$ cat src/rtl/fft_sequencer.sv
// Frame sequencer for an in-place radix-2 DIT FFT: load, log2(N) butterfly stages, unload.
// Generates butterfly read/twiddle addresses and the delayed write-back strobes.
module fft_sequencer #(
    parameter int N             = 32,
    parameter int address_width = $clog2(N),
    parameter int BF_LATENCY    = 3
) (
    input  logic                             clk,
    input  logic                             reset,
    input  logic                             start,
    input  logic                             load_done,
    input  logic                             unload_done,
    output logic                             load_en,
    output logic                             unload_en,
    output logic                             rd_en,
    output logic [address_width-1:0]         rd_addr1,
    output logic [address_width-1:0]         rd_addr2,
    output logic [address_width-2:0]         tw_addr,
    output logic                             wr_en,
    output logic [address_width-1:0]         wr_addr1,
    output logic [address_width-1:0]         wr_addr2,
    output logic [$clog2(address_width)-1:0] stage,
    output logic                             busy,
    output logic                             done
);
    localparam int SW = $clog2(address_width);
    localparam int KW = address_width - 1;
    localparam int DW = $clog2(BF_LATENCY + 1);

    localparam logic [KW-1:0] K_LAST = KW'(N / 2 - 1);
    localparam logic [SW-1:0] S_LAST = SW'(address_width - 1);
    localparam logic [DW-1:0] D_LAST = DW'(BF_LATENCY - 1);

    typedef enum logic [2:0] {IDLE, LOAD, COMPUTE, DRAIN, UNLOAD, FINISH} state_t;

    typedef struct packed {
        logic                     valid;
        logic [address_width-1:0] a1;
        logic [address_width-1:0] a2;
    } wb_t;

    state_t                   state, state_n;
    logic [KW-1:0]            k, k_n;
    logic [DW-1:0]            drain_cnt, drain_n;
    logic [SW-1:0]            stage_n;
    logic                     issue_n;
    logic [address_width-1:0] kw_n, mask_n, a1_n, a2_n;
    logic [KW-1:0]            tw_n;
    wb_t                      pipe [BF_LATENCY];

    // NOTE: every variable gets a default before the case so no path leaves it unassigned (no latches).
    always_comb begin
        state_n = state;
        k_n     = k;
        drain_n = drain_cnt;
        stage_n = stage;
        issue_n = 1'b0;
        case (state)
            IDLE: begin
                if (start) state_n = LOAD;
            end
            LOAD: begin
                if (load_done) begin
                    state_n = COMPUTE;
                    stage_n = '0;
                    k_n     = '0;
                    issue_n = 1'b1;
                end
            end
            COMPUTE: begin
                if (k == K_LAST) begin
                    state_n = DRAIN;
                    drain_n = '0;
                end else begin
                    k_n     = k + 1'b1;
                    issue_n = 1'b1;
                end
            end
            DRAIN: begin
                if (drain_cnt == D_LAST) begin
                    if (stage == S_LAST) begin
                        state_n = UNLOAD;
                    end else begin
                        state_n = COMPUTE;
                        stage_n = stage + 1'b1;
                        k_n     = '0;
                        issue_n = 1'b1;
                    end
                end else begin
                    drain_n = drain_cnt + 1'b1;
                end
            end
            UNLOAD: begin
                if (unload_done) state_n = FINISH;
            end
            FINISH: begin
                state_n = IDLE;
            end
            default: begin
                state_n = IDLE;
            end
        endcase
    end

    // Operand address inserts a zero at bit 'stage' of k: bits above shift up, j = k mod 2^stage stays.
    always_comb begin
        kw_n   = {1'b0, k_n};
        mask_n = (address_width'(1) << stage_n) - address_width'(1);
        a1_n   = ((kw_n & ~mask_n) << 1) | (kw_n & mask_n);
        a2_n   = a1_n | (address_width'(1) << stage_n);
        tw_n   = KW'((kw_n & mask_n) << (KW - int'(stage_n)));
    end

    always_ff @(posedge clk) begin
        if (reset) begin
            state     <= IDLE;
            k         <= '0;
            drain_cnt <= '0;
            stage     <= '0;
            load_en   <= 1'b0;
            unload_en <= 1'b0;
            busy      <= 1'b0;
            done      <= 1'b0;
            rd_en     <= 1'b0;
            rd_addr1  <= '0;
            rd_addr2  <= '0;
            tw_addr   <= '0;
            wr_en     <= 1'b0;
            wr_addr1  <= '0;
            wr_addr2  <= '0;
            // NOTE: the write-delay pipe is cleared so an aborted frame cannot write back after reset.
            for (int i = 0; i < BF_LATENCY; i++) pipe[i] <= '0;
        end else begin
            state     <= state_n;
            k         <= k_n;
            drain_cnt <= drain_n;
            stage     <= stage_n;
            load_en   <= (state_n == LOAD);
            unload_en <= (state_n == UNLOAD);
            busy      <= (state_n != IDLE);
            done      <= (state_n == FINISH);
            rd_en     <= issue_n;
            if (issue_n) begin
                rd_addr1 <= a1_n;
                rd_addr2 <= a2_n;
                tw_addr  <= tw_n;
            end
            // pipe[0] mirrors the read being issued; the tail feeds the registered write strobe.
            pipe[0] <= '{valid: issue_n, a1: a1_n, a2: a2_n};
            for (int i = 1; i < BF_LATENCY; i++) pipe[i] <= pipe[i-1];
            wr_en <= pipe[BF_LATENCY-1].valid;
            if (pipe[BF_LATENCY-1].valid) begin
                wr_addr1 <= pipe[BF_LATENCY-1].a1;
                wr_addr2 <= pipe[BF_LATENCY-1].a2;
            end
        end
    end
endmodule
$ cat config.mk
export PLATFORM = sky130hd
export DESIGN_NAME = fft_sequencer
export DESIGN_NICKNAME = d
export VERILOG_FILES = /design/src/rtl/fft_sequencer.sv
export SDC_FILE = /design/constraint.sdc
export NUM_CORES = 1
export LEC_CHECK = 0
export ABC_AREA = 1
export ABC_CLOCK_PERIOD_IN_PS = 2300
export CAP_MARGIN = 0
export CORE_ASPECT_RATIO = 1.25
export CORE_MARGIN = 8
export CORE_UTILIZATION = 25
export DETAILED_ROUTE_END_ITERATION = 7
export PLACE_DENSITY = 0.51
export SLEW_MARGIN = 25
export SYNTH_ARGS = -nofsm -noshare
export SYNTH_HDL_FRONTEND = slang
export SYNTH_SLANG_ARGS = --single-unit
$ cat constraint.sdc
create_clock -name clk -period 2.3 [get_ports clk]
set_input_delay 0.345 -clock clk [delete_from_list [all_inputs] [get_ports clk]]
set_output_delay 0.345 -clock clk [all_outputs]
set_load 0.02 [all_outputs]
# [Word level (Yosys, flattened, before mapping)]
# Memory sizes are Yosys's and may differ from the RTL's.
# Cells that the tools add are included.
[classes] bitwise_logic=8 n_addsub=5 n_shift=2 muxes=30 reduce_logical=4 n_eq_ne=12
[op_table] op="$mux 11" count=3
[op_table] op="$shl 5x32->4" count=1
[op_table] op="$mux 3" count=9
[op_table] op="$mux 4" count=4
[op_table] op="$pmux 3 s5" count=1
[op_table] op="$eq 3x3->1 const B" count=4
[op_table] op="$pmux 4 s3" count=1
[op_table] op="$or 5x5->5" count=2
[op_table] op="$mux 1" count=7
[op_table] op="$eq 3x1->1 const B" count=2
[op_table] op="$eq 3x2->1 const B" count=2
[op_table] op="$pmux 3 s2" count=1
[op_table] op="$and 4x5->5" count=1
[op_table] op="$shl 1x3->5 const A" count=1
[op_table] op="$sub 5x2->5 const B" count=1
[op_table] op="$add 4x1->4 const B" count=1
[op_table] op="$and 4x4->4" count=1
[op_table] op="$eq 4x4->1 const B" count=1
[op_table] op="$mux 2" count=2
[op_table] op="$ne 2x2->1 const B" count=2
[op_table] op="$not 4->4" count=1
[op_table] op="$pmux 2 s2" count=1
[op_table] op="$sub 3x3->4 const A" count=1
[op_table] op="$add 3x1->3 const B" count=1
[op_table] op="other kinds (8)" count=10
[word_totals] wordCells=77 ff_bits=42 inputBits=5 out_inout_bits=33 memories=1 mem_bits_rw=33
[memory_table] name="pipe" depth=3 word_bits=11 rd=3 rd_ports_with_merged_regs=0 wr=3 line="49" text="wb_t pipe [BF_LATENCY];"

# [Longest topological paths before layout]
[depth] word_depth=11 mapped_depth=17 ltp_nobuf=17

# [Worst setup path before layout]
# OpenSTA, ideal clock, no wires.
[synth_path] path_kind="reg-to-reg" from="register stage[0]" to="register tw_addr[0]" setup_time_ns=0.071 synth_period_minus_slack_ns=2.206 slack_ns=0.094 arrival_time_ns=2.135 stages_incl_launch_ff=14 path_buffers=0 t_required_ns=2.229 path_cell_list="dfxtp_1 > inv_1 > ha_1 > nand2_1 > nand2_1 > o21ai_2 > nand2_4 > ha_1 > ha_1 > nor2_2 > nand2_1 > inv_1 > nand4_1 > a21oi_1"
[synth_between] elab_chain_len=8 word_cells_on_any_way=17 cone_classes="add/sub: 3; eq/ne: 1; shift: 2; mux: 10; bitwise: 1"
[synth_lines] item="from (decl)" line="22" text="output logic [$clog2(address_width)-1:0] stage,"
[synth_lines] item="from (signal assigned)" line="137" text="stage <= stage_n;"
[synth_lines] item="$add 3x1->3 / $eq 3x3->1 (equally long branches)" line="85, 81"
[synth_lines] item="$mux 3" line="81" text="if (stage == S_LAST) begin"
[synth_lines] item="$mux 3" line="80" text="if (drain_cnt == D_LAST) begin"
[synth_lines] item="$pmux 3 s2" line="58" text="case (state)"
[synth_lines] item="$shl 1x3->5" line="108" text="mask_n = (address_width'(1) << stage_n) - address_width'(1);"
[synth_lines] item="$sub 5x2->5" line="108"
[synth_lines] item="$and 4x5->5" line="111" text="tw_n = KW'((kw_n & mask_n) << (KW - int'(stage_n)));"
[synth_lines] item="$shl 5x32->4" line="111"
[synth_lines] item="to (signal assigned)" line="146" text="tw_addr <= tw_n;"
[synth_lines] item="to (decl)" line="18" text="output logic [address_width-2:0] tw_addr,"
# Several ways; a longest one is shown, not always the timed one.
# A chain may end at the register's enable or synchronous reset.

# [Worst setup path in the final report]
# Same ends and word-level chain as after synthesis.

==> impl_metrics.ini <==
[critical_path]
crit_fanout = 3
cpMaxStageDelayCell = dfxtp_2
crit_type = reg2reg
required_ns = 2.56
worstPathArrival_ns = 2.42
critPathLaunchType = flip-flop
slowest_delay_ns = 0.35
crit_chain = inv_2, ha_2, nand2_1, nand2_1, nand2_1, nand2_2, nor2_4, ha_1, ha_1, nor2_2, nand2_1, inv_1, nand4_1, a21oi_1
critical_path.endpoint_type = flip-flop
crit_path_frequent_cell = nand2_1

[yosys]
ys_types = 32
synth_top_cell_by_area = dfxtp_1
synth_seq_cells = 74
ys.flop_type = dfxtp_1
synth_edf_count = 0
async_flop_share = 0
ys_warn_count = 0
syn_nets = 410
yosysTopAreaCellShare = 0.495
syn-cell-area_mm2 = 0.00299
synthCells = 396
ys_seq_area_frac = 0.495
synth.avg_cell_area_um2 = 7.55
ys_top_cells_by_area = dfxtp_1 (50%), nor2_1 (10%), inv_1 (7.9%)

[placed_design]
place_inst = 594
place_ws_ns = -0.0286
placed_cell_area_mm2 = 0.00360
port_buffers = 37
gp_congestion = 0.785
dp_hpwl_um = 4820

[global_route]
grt_pass1_vias = 2431
grt_max_degree = 47
grt_pass1_wl_um = 11300
grt_overflow = 0
track_usage = 0.0897
antenna_found_initial = 0

[detailed_routing]
drt_iter0_drc = 97
wire_per_inst_um = 10.7
ant_nets = 0
vias_per_cell = 4.02
vias = 2463
drc = 0
dr.pass1.iters = 4
wirelength_um = 6570

[floorplanning]
fp.dieH_um = 138
initial_utilization = 0.256
std_cell_rows = 44
dieWidth_um = 114
core_area_mm2 = 0.0117
io-pin-count = 38
die_area_mm2 = 0.0157

[sta]
worst_slack_ns = 0.135
slew_violations = 0
worst_pin_slew_ns = 0.573
skew_ns = 0.00750
finalCriticalPeriod_ns = 2.17
relSlewSlack = 0.618
post-route-period-util = 0.941
hold_viol = 0
finalSetupViolations = 0
maxClockFrequency_mhz = 462
final.setup.tns_ns = 0

[cells_and_area]
postLayoutCellArea_mm2 = 0.00392
fillers = 1263
nets = 460
antenna-diode-count = 0
syn2layout_area_growth_pct = 31.1
drive_gt1_frac = 0.144
stdcell_count = 612

[clock_network]
htreeDepth = 3
path_clk_slew_ns = 0.06
ctsLongestPathBuffers = 2
cts_hold_buf = 0
clock-sinks = 74
clockRootBuffer = clkbuf_16
cts_buffers = 9
tritoncts = yes
clk_latency_ns = 0.33

[power_and_ir_drop]
peakVddDrop_uv = 273
power.density_mw_per_mm2 = 766
total_power_uw = 3000
p_leak_uw = 0.00177

[hold_path]
hp-class = reg2reg

[run]
maxCapViolations = 0

[run_status]
status = finished clean
[cells in the mapped netlist (3+ instances only)]
cell type	number
inv_1	63
nand4_1	3
nand2_1	59
buf_1	6
a21oi_1	13
nand2_2	7
ha_1	9
nor2_2	6
nand2_4	3
dfxtp_1	74
clkbuf_1	4
nand3_1	11
o211ai_1	3
o21ai_0	22
inv_2	7
nor2_1	83
[worst max-delay path, delay by kind of cell, from the launching register on]
kind	cells	cell delay, ns
flops	1	0.35
fa+ha+maj	3	0.81
compound gates	1	0.13
simple gates	8	0.67
buf+inv	2	0.14
[per-stage QoR]
step,util,hold WS [ns]
3_5_place_dp,0.309,0.393
5_1_grt,0.336,0.412
6_report,0.336,0.397
3_3_place_gp,0.309,0.390
2_1_floorplan,-,0.388
4_1_cts,0.334,0.400
[where the power goes]
| part | leakage, µW | internal, µW | total (µW) | switching, µW |
|---|---|---|---|---|
| sequential | 0.000600 | 1330 | 1350 | 25.0 |
| combinational | 0.00103 | 111 | 280 | 169 |
| clock | 0.000143 | 841 | 1370 | 528 |
| total | 0.00177 | 2280 | 3000 | 721 |
[path summary, 6_finish.rpt]
check / startpoint / endpoint / slack (ns) / depth (start not counted)
worst max register to register: stage[0] / tw_addr[0] / 0.13 / 14
worst min-delay path: pipe[0][2] / pipe[0][13] / 0.40 / 2
worst min register to register: pipe[0][2] / pipe[0][13] / 0.40 / 2
worst max-delay path: stage[0] / tw_addr[0] / 0.13 / 14
[cell usage in the layout, fill, tap and decap left out, drive strengths merged]
cell type and n:
and3 1, or2 1, clkinvlp 1, o21bai 2, o21ai 26, a21oi 15
nand2 69, nor3 2, clkdlybuf4s50 37, inv 72, bufinv 1, o22ai 1
nand4 3, nand3b 1, o211a 1, a211oi 1, nand3 13, ha 9
dfxtp 74, clkinv 5, nor2 91, buf 12, o211ai 3, clkbuf 10
[state kept, by name, summed over array words and instances (netlist names)]
register / cells
busy: 1
done: 1
drain_cnt: 2
k: 4
load_en: 1
pipe: 33
rd_addr1: 5
rd_addr2: 5
stage: 3
state: 3
tw_addr: 4
unload_en: 1
wr_addr1: 5
wr_addr2: 5
wr_en: 1
[what timing repair did]
| action | 4_1_cts | 5_1_grt |
|---|---|---|
| endpoints found under the setup margin | 0 | 10 |
| resized for setup | 0 | 6 |
| setup buffers | 0 | 2 |
[area by class of cell]
class | instances | area [µm²] | share of cell area
flip-flops and latches | 74 | 1480 | 0.378
multi-input cells | 239 | 1210 | 0.308
inverters | 73 | 277 | 0.0705
clock buffers | 10 | 229 | 0.0584
well taps | 161 | 201 | 0.0514
repair buffers | 49 | 460 | 0.117
clock inverters | 6 | 65.1 | 0.0166
[kinds of logic after synthesis]
group           share of synthesized area
simple gates                        0.268
compound gates                     0.0941
buf+inv                             0.105
flops                               0.495
fa+ha+maj                          0.0376
[per-layer routing]
layer / part of all wire / global-route usage
met1: 0.42 / 0.0939
met2: 0.50 / 0.155
met3: 0.045 / 0.0235
met4: 0.031 / 0.0562
met5: 0 / 0
No activity file was read; power rests on OpenSTA's default activity.
